File: config.mk
export PLATFORM = sky130hd
export DESIGN_NAME = etapa_fetch
export DESIGN_NICKNAME = d
export VERILOG_FILES = /design/src/rtl/etapa_fetch.sv
export SDC_FILE = /design/constraint.sdc
export NUM_CORES = 1
export LEC_CHECK = 0
export BUFFER_PORTS_ARGS = -buffer_cell sky130_fd_sc_hd__buf_2
export CORE_ASPECT_RATIO = 2
export CORE_MARGIN = 2
export CORE_UTILIZATION = 50
export CTS_BUF_LIST = sky130_fd_sc_hd__clkbuf_16
export DETAILED_ROUTE_END_ITERATION = 6
export PLACE_DENSITY = 0.74
export SYNTH_ARGS = -nofsm -noshare
export SYNTH_HDL_FRONTEND = slang
export SYNTH_SLANG_ARGS = --single-unit
File: constraint.sdc
create_clock -name clk -period 17.5 [get_ports clk]
set_input_delay 0.875 -clock clk [delete_from_list [all_inputs] [get_ports clk]]
set_output_delay 0.875 -clock clk [all_outputs]
set_load 0.01 [all_outputs]
File: src/rtl/etapa_fetch.sv
// ---------------------------------------------------------------------------------------------
// etapa_fetch: instruction fetch stage with a small in-order instruction queue.
//
// PC walks instruction memory four bytes at a time. Each fetched word is queued together with
// its byte address, and decode drains the queue with a valid/ready handshake. A taken branch
// from execute flushes the queue and redirects PC. Branch targets are forced to word
// alignment, and a misaligned target sets a sticky error flag.
//
// Parameters
//   PC_INICIAL       byte address loaded into PC on reset
//   PROFUNDIDAD      instruction queue entries (2..4)
//
// Ports
//   clk              clock, all state on the rising edge
//   reset            asynchronous active-high reset
//   direccion        word index to instruction memory, {2'b00, PC[63:2]}
//   instruccion_im   combinational memory read data for direccion
//   salto            branch-taken redirect request
//   destino_salto    branch target byte address
//   inst_valida      queue head valid towards decode
//   decode_listo     decode accepts the head this cycle
//   instruccion      queue-head instruction
//   pc_inst          byte address of the queue-head instruction
//   error_alineacion sticky flag, set by a misaligned branch target
// ---------------------------------------------------------------------------------------------
module etapa_fetch #(
    parameter logic [63:0] PC_INICIAL  = 64'h0,
    parameter int unsigned PROFUNDIDAD = 2
) (
    input  logic        clk,
    input  logic        reset,
    output logic [63:0] direccion,
    input  logic [31:0] instruccion_im,
    input  logic        salto,
    input  logic [63:0] destino_salto,
    output logic        inst_valida,
    input  logic        decode_listo,
    output logic [31:0] instruccion,
    output logic [63:0] pc_inst,
    output logic        error_alineacion
);

    localparam int unsigned PtrW = (PROFUNDIDAD > 2) ? 2 : 1;
    localparam int unsigned CntW = (PROFUNDIDAD > 3) ? 3 : 2;
    localparam logic [CntW-1:0] CuentaLlena = CntW'(PROFUNDIDAD);

    typedef enum logic [1:0] {
        StArranque,
        StBuscando,
        StLleno
    } estado_e;

    estado_e             estado_q, estado_d;
    logic [63:0]         pc_q, pc_d;
    logic [CntW-1:0]     cuenta_q, cuenta_d;
    logic [PtrW-1:0]     ptr_lec_q, ptr_lec_d;
    logic [PtrW-1:0]     ptr_esc_q, ptr_esc_d;
    logic                error_q, error_d;
    logic [31:0]         mem_ins_q [PROFUNDIDAD];
    logic [63:0]         mem_pc_q  [PROFUNDIDAD];

    logic                pop;
    logic                push;
    logic                lleno;

    // Pointer advance with wrap at PROFUNDIDAD (depth need not be a power of two).
    function automatic logic [PtrW-1:0] sig_ptr(input logic [PtrW-1:0] p);
        if (p == PtrW'(PROFUNDIDAD - 1)) begin
            return '0;
        end
        return p + PtrW'(1);
    endfunction

    assign lleno = (cuenta_q == CuentaLlena);
    // A redirect cancels the handshake: the head is flushed rather than delivered.
    assign pop   = (cuenta_q != '0) && decode_listo && !salto;

    // FSM: state register
    always_ff @(posedge clk or posedge reset) begin
        if (reset) begin
            estado_q <= StArranque;
        end else begin
            estado_q <= estado_d;
        end
    end

    // FSM: next state
    always_comb begin
        estado_d = estado_q;
        unique case (estado_q)
            StArranque: estado_d = StBuscando;
            StBuscando: begin
                if (cuenta_d == CuentaLlena && !pop) begin
                    estado_d = StLleno;
                end
            end
            StLleno: begin
                if (pop) begin
                    estado_d = StBuscando;
                end
            end
            default: estado_d = StArranque;
        endcase
        if (salto) begin
            estado_d = StBuscando;
        end
    end

    // FSM: outputs (enqueue enable)
    always_comb begin
        push = 1'b0;
        if (estado_q == StBuscando && !salto && (!lleno || pop)) begin
            push = 1'b1;
        end
    end

    // Datapath next state
    always_comb begin
        pc_d      = pc_q;
        cuenta_d  = cuenta_q;
        ptr_lec_d = ptr_lec_q;
        ptr_esc_d = ptr_esc_q;
        error_d   = error_q;

        if (salto) begin
            pc_d      = {destino_salto[63:2], 2'b00};
            cuenta_d  = '0;
            ptr_lec_d = '0;
            ptr_esc_d = '0;
            error_d   = error_q || (destino_salto[1:0] != 2'b00);
        end else begin
            if (push) begin
                pc_d      = pc_q + 64'd4;
                ptr_esc_d = sig_ptr(ptr_esc_q);
            end
            if (pop) begin
                ptr_lec_d = sig_ptr(ptr_lec_q);
            end
            case ({push, pop})
                2'b10:   cuenta_d = cuenta_q + CntW'(1);
                2'b01:   cuenta_d = cuenta_q - CntW'(1);
                default: cuenta_d = cuenta_q;
            endcase
        end
    end

    always_ff @(posedge clk or posedge reset) begin
        if (reset) begin
            pc_q      <= PC_INICIAL;
            cuenta_q  <= '0;
            ptr_lec_q <= '0;
            ptr_esc_q <= '0;
            error_q   <= 1'b0;
        end else begin
            pc_q      <= pc_d;
            cuenta_q  <= cuenta_d;
            ptr_lec_q <= ptr_lec_d;
            ptr_esc_q <= ptr_esc_d;
            error_q   <= error_d;
        end
    end

    // Queue storage; cleared on reset so the head reads zero until the first fetch.
    always_ff @(posedge clk or posedge reset) begin
        if (reset) begin
            for (int i = 0; i < int'(PROFUNDIDAD); i++) begin
                mem_ins_q[i] <= '0;
                mem_pc_q[i]  <= '0;
            end
        end else if (push) begin
            mem_ins_q[ptr_esc_q] <= instruccion_im;
            mem_pc_q[ptr_esc_q]  <= pc_q;
        end
    end

    assign direccion        = {2'b00, pc_q[63:2]};
    assign inst_valida      = (cuenta_q != '0);
    assign instruccion      = mem_ins_q[ptr_lec_q];
    assign pc_inst          = mem_pc_q[ptr_lec_q];
    assign error_alineacion = error_q;

endmodule

==> results of run 1 <==
-- power by group through the flow --
stage / combinational [W] / clock (W) / sequential [W]
after floorplan: 0.000664 / 0 / 0.000942
after global placement: 0.000902 / 0 / 0.000982
after detailed placement: 0.000924 / 0 / 0.000999
after CTS: 0.000928 / 0.000484 / 0.000989
after global routing: 0.000991 / 0.000507 / 0.00102
final: 0.000914 / 0.000476 / 0.000989
-- cells in the final DEF (no fill, tap or decap), drive strengths merged, types with 12 or more instances in the layout --
cell and instances:
mux2 281, buf 264, dfrtp 257, nand2 82, o21ai 51, nand4 45, nand3 41, nor2 41
xor2 28, clkbuf 23, a31oi 15, or3 13, inv 13, nor4 13, nor3 12
-- per-layer routing --
layer | global-route usage (%) | vias up | wire [um]
li1 | - | 4141 | -
met1 | 28.1 | 4552 | 11700
met2 | 42.4 | 290 | 16900
met3 | 3.21 | 80 | 1440
met4 | 12.2 | 4 | 1460
met5 | 0 | - | 21
-- final timing paths --
path	from	endpoint
max	estado_q[1]	mem_pc_q[67]
min	error_alineacion	error_alineacion
max reg2reg	estado_q[1]	mem_pc_q[67]
min reg2reg	error_alineacion	error_alineacion
max in group asynchronous	reset	mem_pc_q[46]
min in group asynchronous	reset	mem_ins_q[28]
-- logic make-up after synthesis --
logic type | after synthesis | synth area share (%)
muxes | 283 | 25.8
and+or+nand+nor | 277 | 12.3
DFF | 257 | 52.1
AOI/OAI and AO/OA | 91 | 4.31
buffers and inverters | 76 | 2.70
xor gates and xnor gates | 37 | 2.62
adders and majority gates | 2 | 0.203
other | 1 | 0.0304
-- metrics by stage --
stage	setup slack [ns]	hold slack (ns)	total power, W	std cells
6_report	13.91	0.466	0.00238	1556
5_1_grt	13.64	0.478	0.00252	1556
4_1_cts	13.85	0.466	0.00240	1552
3_5_place_dp	13.44	0.447	0.00192	1512
3_3_place_gp	13.52	0.446	0.00188	1512
2_1_floorplan	9.55	0.444	0.00161	1027
-- worst max-delay path, cell delays in order (launching register included) --
cell	delay, ns
dfrtp_1	0.39
nand2b_1	0.37
nor3_2	0.40
inv_1	0.17
nor2_4	0.85
buf_4	0.78
mux2_2	0.42
-- area by class of cell --
cell class                      instances  area [sq um]
Clock buffer                           23           576
Timing Repair Buffer                  264          1340
Inverter                                7          33.8
Antenna cell                            4          10.0
Sequential cell                       257          6430
Clock inverter                         17           104
Multi-Input combinational cell        694          5610
Fill cell                            2035          9850
Tap cell                              290           363
-- state kept, by name, summed over array words and instances, names as in the netlist --
| name | flops |
|---|---|
| ptr_esc_q | 1 |
| mem_pc_q | 124 |
| estado_q | 2 |
| cuenta_q | 2 |
| mem_ins_q | 64 |
| error_alineacion | 1 |
| ptr_lec_q | 1 |
| pc_q | 62 |
==> results_dict.tcl, run 1 <==
set metrics [dict create \
    status "finished, final reports clean" \
    synth_top_area_share_pct 52.1 \
    hold_depth 1 \
    endpoint_kind "flip-flop" \
    netlist_top_cells_area "dfrtp_1 52%, mux2_2 25%, nand2_1 2.5%, nand4_1 2.1%, o21ai_0 2.1%" \
    tritoncts "yes" \
    grt_pass1_vias 9171 \
    setup_tns_ns 0 \
    cts_made_buffers 23 \
    core_sq_um 24300 \
    synth_commonest_cells "269 x mux2_2, 257 x dfrtp_1, 82 x nand2_1" \
    die_y_um 226 \
    clkPwrFrac_pct 20.0 \
    cts_buffer_depth 3 \
    switching_power_w 0.000793 \
    hp-class "flip-flop to flip-flop" \
    drc_errors 0 \
    slew_viol_final 0 \
    p_leak_nw 6.29 \
    synth_most_common_cell "mux2_2" \
    p_sw_share_pct 33.3 \
    fin_area_sq_um 14500 \
    syn_to_final_growth_pct 17.2 \
    dp.final_hpwl_um 22300 \
    yosysWarnings 0 \
    initialDrtViolationCount 509 \
    rows 81 \
    drt-total-wl_um 31600 \
    combPwrFrac_pct 38.4 \
    pin_count 262 \
    worstPathArrival_ns 4.00 \
    fin_util_pct 59.5 \
    syn_avg_cell_area_sq_um 12.1 \
    worstSetupPathType "flip-flop to flip-flop" \
    start_kind "flip-flop" \
    grt_util_all_layers_pct 24.0 \
    ys_seq_area_share_pct 52.1 \
    place_congestion 0.867 \
    final_nets 1349 \
    wire_per_inst_um 20.3 \
    fp.dieW_um 115 \
    postCtsHoldBufs 0 \
    start_util_pct 50.8 \
    max-slew-margin-rel_pct 24.3 \
    ant_nets 0 \
    synth_top_area_cell "dfrtp_1" \
    drive_gt1_share_pct 46.2 \
    crit_required_ns 17.91 \
    clock_latency_ns 0.52 \
    hold_violations 0 \
    viasPerCell 5.83 \
    tightest_slew_ns 1.14 \
    fp.dieArea_sq_um 26000 \
    placed_area_sq_um 13800 \
    ys_types 49 \
    critPathMaxFanout 58 \
    reg2regPathDepth 6 \
    grt_start_max_net_pins 131 \
    worst-r2r-setup-slack_ns 13.91 \
    antenna_found_initial 6 \
    maxClockFrequency_mhz 279 \
    post-route-period-util_pct 20.5 \
    clk_pin_slew_ns 0.07 \
    clock-sinks 257 \
    synth_flop_cell "dfrtp_1" \
    cts.repair.resized 0 \
    synthArstFlopShare_pct 100 \
    peakVddDrop_v 0.000102 \
    grt-ovfl-total 0 \
    cts_post_setup_buffers_inserted 0 \
    vias 9067 \
    synth_edf_count 0 \
    syn_inst 1024 \
    cts_root_buf "clkbuf_16" \
    first_pass_iters 5 \
    grt_setup_unrepaired "false" \
    grt_pass1_wl_um 49000 \
    portBuffers 257 \
    netlist_area_sq_um 12300 \
    pwr-share-seq_pct 41.6 \
    clock_skew_ns 0.00838 \
    setup_viol 0 \
    yosys_register_bits 257 \
    drv_cap 0 \
    pwr_density_cell_nw_per_um2 164 \
    htree_levels 1 \
    period_needed_ns 3.59 \
    p_int_w 0.00159 \
]
Power figures use the tool's default switching activity.
==> inputs of run 2 (changes only) <==
--- a/config.mk
+++ b/config.mk
@@ -5,13 +5,14 @@
 export SDC_FILE = /design/constraint.sdc
 export NUM_CORES = 1
 export LEC_CHECK = 0
+export ABC_AREA = 1
 export BUFFER_PORTS_ARGS = -buffer_cell sky130_fd_sc_hd__buf_2
 export CORE_ASPECT_RATIO = 2
 export CORE_MARGIN = 2
 export CORE_UTILIZATION = 50
 export CTS_BUF_LIST = sky130_fd_sc_hd__clkbuf_16
 export DETAILED_ROUTE_END_ITERATION = 6
-export PLACE_DENSITY = 0.74
+export PLACE_DENSITY = 0.73
 export SYNTH_ARGS = -nofsm -noshare
 export SYNTH_HDL_FRONTEND = slang
 export SYNTH_SLANG_ARGS = --single-unit
==> constraint.sdc (replaced) <==
create_clock -name clk -period 3.7 [get_ports clk]
set_input_delay 0.185 -clock clk [delete_from_list [all_inputs] [get_ports clk]]
set_output_delay 0.185 -clock clk [all_outputs]
set_load 0.01 [all_outputs]
==> run 2 against run 1 <==
Synthesized cell count rose by 82%. Die area rose by 7.7%. Core utilization rose by 2.8 points. Sequential power rose to 4.8 times the previous value. First-iteration DRC count rose by 140%. Non-clock buffer count rose by 103. Clock-buffer cell count did not move. Register-to-register slack got worse by 13 ns. Critical path depth rose by 7. Cell count rose by 62%. Largest cell class unchanged.
==> results_dict.tcl, run 2 <==
set metrics [dict create \
    status "finished, final reports clean" \
    netlist_top_cells_area "dfrtp_1 48%, nand2_1 23%, o21ai_0 5.0%, inv_1 4.3%, nor2_1 4.1%" \
    portBuffers 257 \
    place_congestion 0.988 \
    postCtsHoldBufs 95 \
    yosysWarnings 0 \
    maxClockFrequency_mhz 369 \
    synth_commonest_cells "818 x nand2_1, 257 x dfrtp_1, 154 x inv_1" \
    clk_pin_slew_ns 0.07 \
    p_sw_share_pct 39.2 \
    final_nets 2275 \
    synth_flop_cell "dfrtp_1" \
    ys_seq_area_share_pct 48.3 \
    syn_to_final_growth_pct 22.8 \
    clock-sinks 257 \
    crit_cells 13 \
    final_cell_mix "818 x nand2_1, 257 x buf_2, 256 x dfrtp_1" \
    crit_required_ns 4.16 \
    grt_pass1_vias 12837 \
    post-route-period-util_pct 73.2 \
    drive_gt1_share_pct 14.4 \
    grt_pass1_wl_um 69200 \
    clock_skew_ns 0.0148 \
    pwr_density_cell_nw_per_um2 676 \
    slew_viol_final 0 \
    ant_nets 0 \
    fp.dieW_um 119 \
    synth_top_area_share_pct 48.3 \
    finalWorstSetupSlack_ns 0.990 \
    cts.repair.resized 0 \
    start_kind "flip-flop" \
    grt-ovfl-total 0 \
    clock_latency_ns 0.54 \
    vias 13300 \
    timing.rr.start "cuenta_q[1]" \
    cts_root_buf "clkbuf_16" \
    pin_count 262 \
    pwr-share-seq_pct 43.1 \
    syn_inst 1867 \
    min-delay-start "destino_salto[31]" \
    setup_tns_ns 0 \
    dp.final_hpwl_um 31900 \
    synth_edf_count 0 \
    wire_per_inst_um 17.7 \
    grt_setup_unrepaired "false" \
    largest_register_ff_count 124 \
    max_stage_delay_ns 0.52 \
    place_worst_setup_slack_ns 0.914 \
    yosys_register_bits 257 \
    setup_viol 0 \
    p_leak_nw 8.58 \
    cp_top_family "simple AND/OR/NAND/NOR gates" \
    hp-class "primary input to flip-flop" \
    core_sq_um 26300 \
    htree_levels 1 \
    fp.dieArea_sq_um 28100 \
    antenna_cells 0 \
    hold_violations 0 \
    combPwrFrac_pct 35.3 \
    syn_avg_cell_area_sq_um 7.14 \
    cts_post_setup_buffers_inserted 0 \
    tightest_slew_ns 1.08 \
    max-slew-margin-rel_pct 28.1 \
    synth_most_common_cell "nand2_1" \
    grt_start_max_net_pins 189 \
    top_regs "mem_pc_q (124), mem_ins_q (64), pc_q (62)" \
    grt_util_all_layers_pct 31.7 \
    critPathBufInv 2 \
    reg2regPathDepth 13 \
    placed_area_sq_um 14700 \
    initialDrtViolationCount 1220 \
    drc_errors 0 \
    top_register "mem_pc_q" \
    antenna_found_initial 0 \
    tritoncts "yes" \
    die_y_um 235 \
    worstSetupStartpoint "cuenta_q[1]" \
    synth_top_area_cell "dfrtp_1" \
    critical_path.slowest_cell "buf_4" \
    drv_cap 0 \
    ys_types 31 \
    crit_path_cell_trace "o21a_1 > nand2_1 > nand3_2 > nand2_4 > buf_4 > ha_1 > inv_1 > nand2_1 > nor2_1 > nor2_1 > nor3_1 > nand3b_1 > o21ai_0" \
    fin_area_sq_um 16400 \
    period_needed_ns 2.71 \
    cts_buffer_depth 3 \
    cts_made_buffers 23 \
    layout_commonest_cell "nand2_1" \
    synthArstFlopShare_pct 100 \
    start_util_pct 50.7 \
    worstSetupPathType "flip-flop to flip-flop" \
    critPathMaxFanout 62 \
    first_pass_iters 6 \
    drt-total-wl_um 44700 \
    hold_depth 5 \
    worstPathArrival_ns 3.17 \
    viasPerCell 5.26 \
    rows 84 \
    p_int_w 0.00672 \
    endpoint_kind "flip-flop" \
    clkPwrFrac_pct 21.6 \
    netlist_area_sq_um 13300 \
    peakVddDrop_v 0.000389 \
    switching_power_w 0.00434 \
]
run 2: cell families (layout without fill, tap and decap cells):
family	Yosys count	count (layout)	synth area share [%]
fa+ha+maj	2	2	0.188
compound gates	249	249	9.71
other cells	1	4	0.0281
flops	257	257	48.3
xor+xnor	17	17	1.12
simple gates	1095	1095	32.5
buf+inv	246	560	8.21
run 2: area by class of cell:
cell class	instances	area, sq um
sequential	257	6430
inverter	157	596
tap	344	430
multi-input combinational	1367	5820
timing repair buffer	367	2360
clock inverter	13	144
fill	2401	9910
clock buffer	23	576
run 2: metrics by stage:
step | hold WS (ns) | total power (W) | std cells | utilization (%)
after floorplan | 0.266 | 0.00704 | 1870 | -
after global placement | 0.307 | 0.00848 | 2397 | 55.9
after detailed placement | 0.319 | 0.00862 | 2397 | 55.9
after CTS | 0.000315 | 0.0111 | 2528 | 62.3
after global routing | 0.0406 | 0.0118 | 2528 | 62.3
final | 0.00976 | 0.0111 | 2528 | 62.3
run 2: tightest hold or removal path, delay by kind of cell:
family,cells,cell delay [ns]
AND/OR/NAND/NOR,2,0.16
AO/OA/AOI/OAI,1,0.05
buffers and inverters,2,0.12
run 2: worst paths after layout:
kind	endpoint	slack (ns)
worst max register to register	estado_q[1]	0.99
worst max-delay path	estado_q[1]	0.99
max in group asynchronous	mem_pc_q[49]	2.41
min in group asynchronous	mem_pc_q[9]	0.29
worst min register to register	mem_pc_q[86]	0.48
worst min-delay path	pc_q[31]	0.01
run 2: power groups by stage:
| stage | clock network, W | logic, W | registers (W) |
|---|---|---|---|
| 6_report | 0.00239 | 0.00390 | 0.00477 |
| 5_1_grt | 0.00254 | 0.00437 | 0.00492 |
| 3_3_place_gp | 0 | 0.00372 | 0.00476 |
| 4_1_cts | 0.00242 | 0.00392 | 0.00476 |
| 3_5_place_dp | 0 | 0.00383 | 0.00479 |
| 2_1_floorplan | 0 | 0.00245 | 0.00459 |
run 2: metal layers:
layer  track usage, %  up-vias  wire length (um)
met5                0        -                 0
met2             55.4      513             22500
met1             35.1     6204             15900
met4             22.9        0              3820
met3             3.45      148              2420
li1                 -     6435                 -
==> inputs of run 3 (changes only) <==
==> constraint.sdc (replaced) <==
create_clock -name clk -period 2.5 [get_ports clk]
set_input_delay 0.125 -clock clk [delete_from_list [all_inputs] [get_ports clk]]
set_output_delay 0.125 -clock clk [all_outputs]
set_load 0.01 [all_outputs]
==> run 3 against run 2 <==
Setup slack lost 0.73 ns. Clock-buffer cell count unchanged. Clock power rose by 44%. Global-route usage is 2.0 points higher. Cell area up 1.6%. Core utilization up 1.0 points. Critical path depth down 8. Sequential cell count did not move. Total power up 49%. First-iteration DRC count fell by 8.1%. Die area is the same. Combinational power rose by 55%. Critical path type is now flip-flop to output pin.
==> results_dict.tcl, run 3 (same netlist as run 2, synthesis figures left out) <==
set metrics [dict create \
    post-route-period-util_pct 89.4 \
    layout_commonest_cell "nand2_1" \
    wire_per_inst_um 18.6 \
    max-slew-margin-rel_pct 44.4 \
    fin_util_pct 63.3 \
    hold_violations 0 \
    maxClockFrequency_mhz 447 \
    viasPerCell 5.30 \
    grt-ovfl-total 0 \
    tightest_slew_ns 0.832 \
    drive_gt1_share_pct 15.0 \
    cts.repair.resized 0 \
    grt_pass1_wl_um 73200 \
    final_nets 2291 \
    critPathMaxFanout 31 \
    peakVddDrop_v 0.000639 \
    total_power_w 0.0165 \
    clock-sinks 257 \
    cts_root_buf "clkbuf_16" \
    crit_required_ns 2.38 \
    vias 13518 \
    antenna_found_initial 0 \
    clock_skew_ns 0.00622 \
    drt-total-wl_um 47500 \
    antenna_cells 0 \
    ant_nets 0 \
    syn_to_final_growth_pct 24.8 \
    place_congestion 1.04 \
    setup_tns_ns 0 \
    status "finished, final reports clean" \
    start_util_pct 50.7 \
    top_regs "mem_pc_q (124), mem_ins_q (64), pc_q (62)" \
    grt_start_max_net_pins 97 \
    initialDrtViolationCount 1121 \
    hp-class "primary input to flip-flop" \
    top_register "mem_pc_q" \
    clock_latency_ns 0.55 \
    first_pass_iters 7 \
    period_needed_ns 2.23 \
    pin_count 262 \
    final_cell_mix "818 x nand2_1, 257 x buf_2, 256 x dfrtp_1" \
    pwr_density_cell_nw_per_um2 991 \
    fp.dieW_um 119 \
    cts_buffer_depth 3 \
    cts_made_buffers 23 \
    grt_util_all_layers_pct 33.6 \
    drv_cap 0 \
    endpoint_kind "output pin" \
    fp.dieArea_sq_um 28100 \
    core_sq_um 26300 \
    slew_viol_final 0 \
    die_y_um 235 \
    htree_levels 1 \
    start_kind "flip-flop" \
    cts_post_setup_buffers_inserted 0 \
    largest_register_ff_count 124 \
    drc_errors 0 \
    worstPathArrival_ns 2.11 \
    portBuffers 257 \
    rows 84 \
    dp.final_hpwl_um 33900 \
    tritoncts "yes" \
    clk_pin_slew_ns 0.07 \
    grt_pass1_vias 13391 \
    worstSetupPathType "flip-flop to output pin" \
    p_leak_nw 8.71 \
    grt_setup_unrepaired "false" \
    setup_viol 0 \
]
-- run 3: changes by cell type in the layout (fill, tap and decap cells not counted) --
cell and delta:
bufinv_16 -2, clkinv_2 +3, clkinv_1 +1, buf_12 +12
clkinvlp_4 +1, dlygate4sd3_1 +3, buf_4 +1, clkinv_4 +2
-- run 3: layout make-up --
class / count / area [sq um]
well taps: 344 / 430
clock buffers: 23 / 576
clock inverters: 18 / 128
multi-input cells: 1367 / 5820
inverters: 157 / 596
flip-flops and latches: 257 / 6430
fillers: 2385 / 9650
repair buffers: 383 / 2640
-- run 3: critical path: stages (launching register included) --
cell and delay [ns]:
dfrtp_4 0.50, inv_2 0.44, buf_12 0.27, nand2_1 0.07
nand2_1 0.12, buf_2 0.15
-- run 3: worst paths after layout --
check,from,to,slack (ns),cells past startpoint
max reg2reg,pc_q[3],pc_q[42],0.31,9
max,ptr_lec_q,pc_inst[39],0.27,5
max in group asynchronous,reset,mem_pc_q[62],1.50,4
min in group asynchronous,reset,mem_pc_q[75],0.27,3
min reg2reg,mem_pc_q[98],mem_pc_q[98],0.49,2
min,decode_listo,estado_q[1],0.09,5
-- run 3: metal layers --
layer	GRT usage, %	vias up	wire length [um]
met5	0	-	0
met4	27.9	0	4710
met3	5.02	167	2750
met2	56.7	562	23400
met1	36.8	6308	16700
li1	-	6481	-
-- run 3: timing repair --
| action | CTS | global route |
|---|---|---|
| hold endpoints to repair | 150 | 0 |
| hold buffers | 98 | 0 |
| setup endpoints to repair | 0 | 0 |
-- run 3: power by group --
part,switching (W),internal [W],total [W]
sequential,0.00116,0.00581,0.00697
combinational,0.00379,0.00227,0.00606
clock,0.00164,0.00180,0.00344
total,0.00659,0.00987,0.0165
-- run 3: per-stage QoR --
stage          setup slack, ns  hold slack (ns)  std cells  area [sq um]
2_1_floorplan            -1.01            0.206       1870         13300
3_3_place_gp             0.352            0.303       2410         14900
3_5_place_dp             0.363            0.308       2410         14900
4_1_cts                  0.219           0.0668       2549         16600
5_1_grt                  0.122            0.158       2549         16600
6_report                 0.265           0.0858       2549         16600
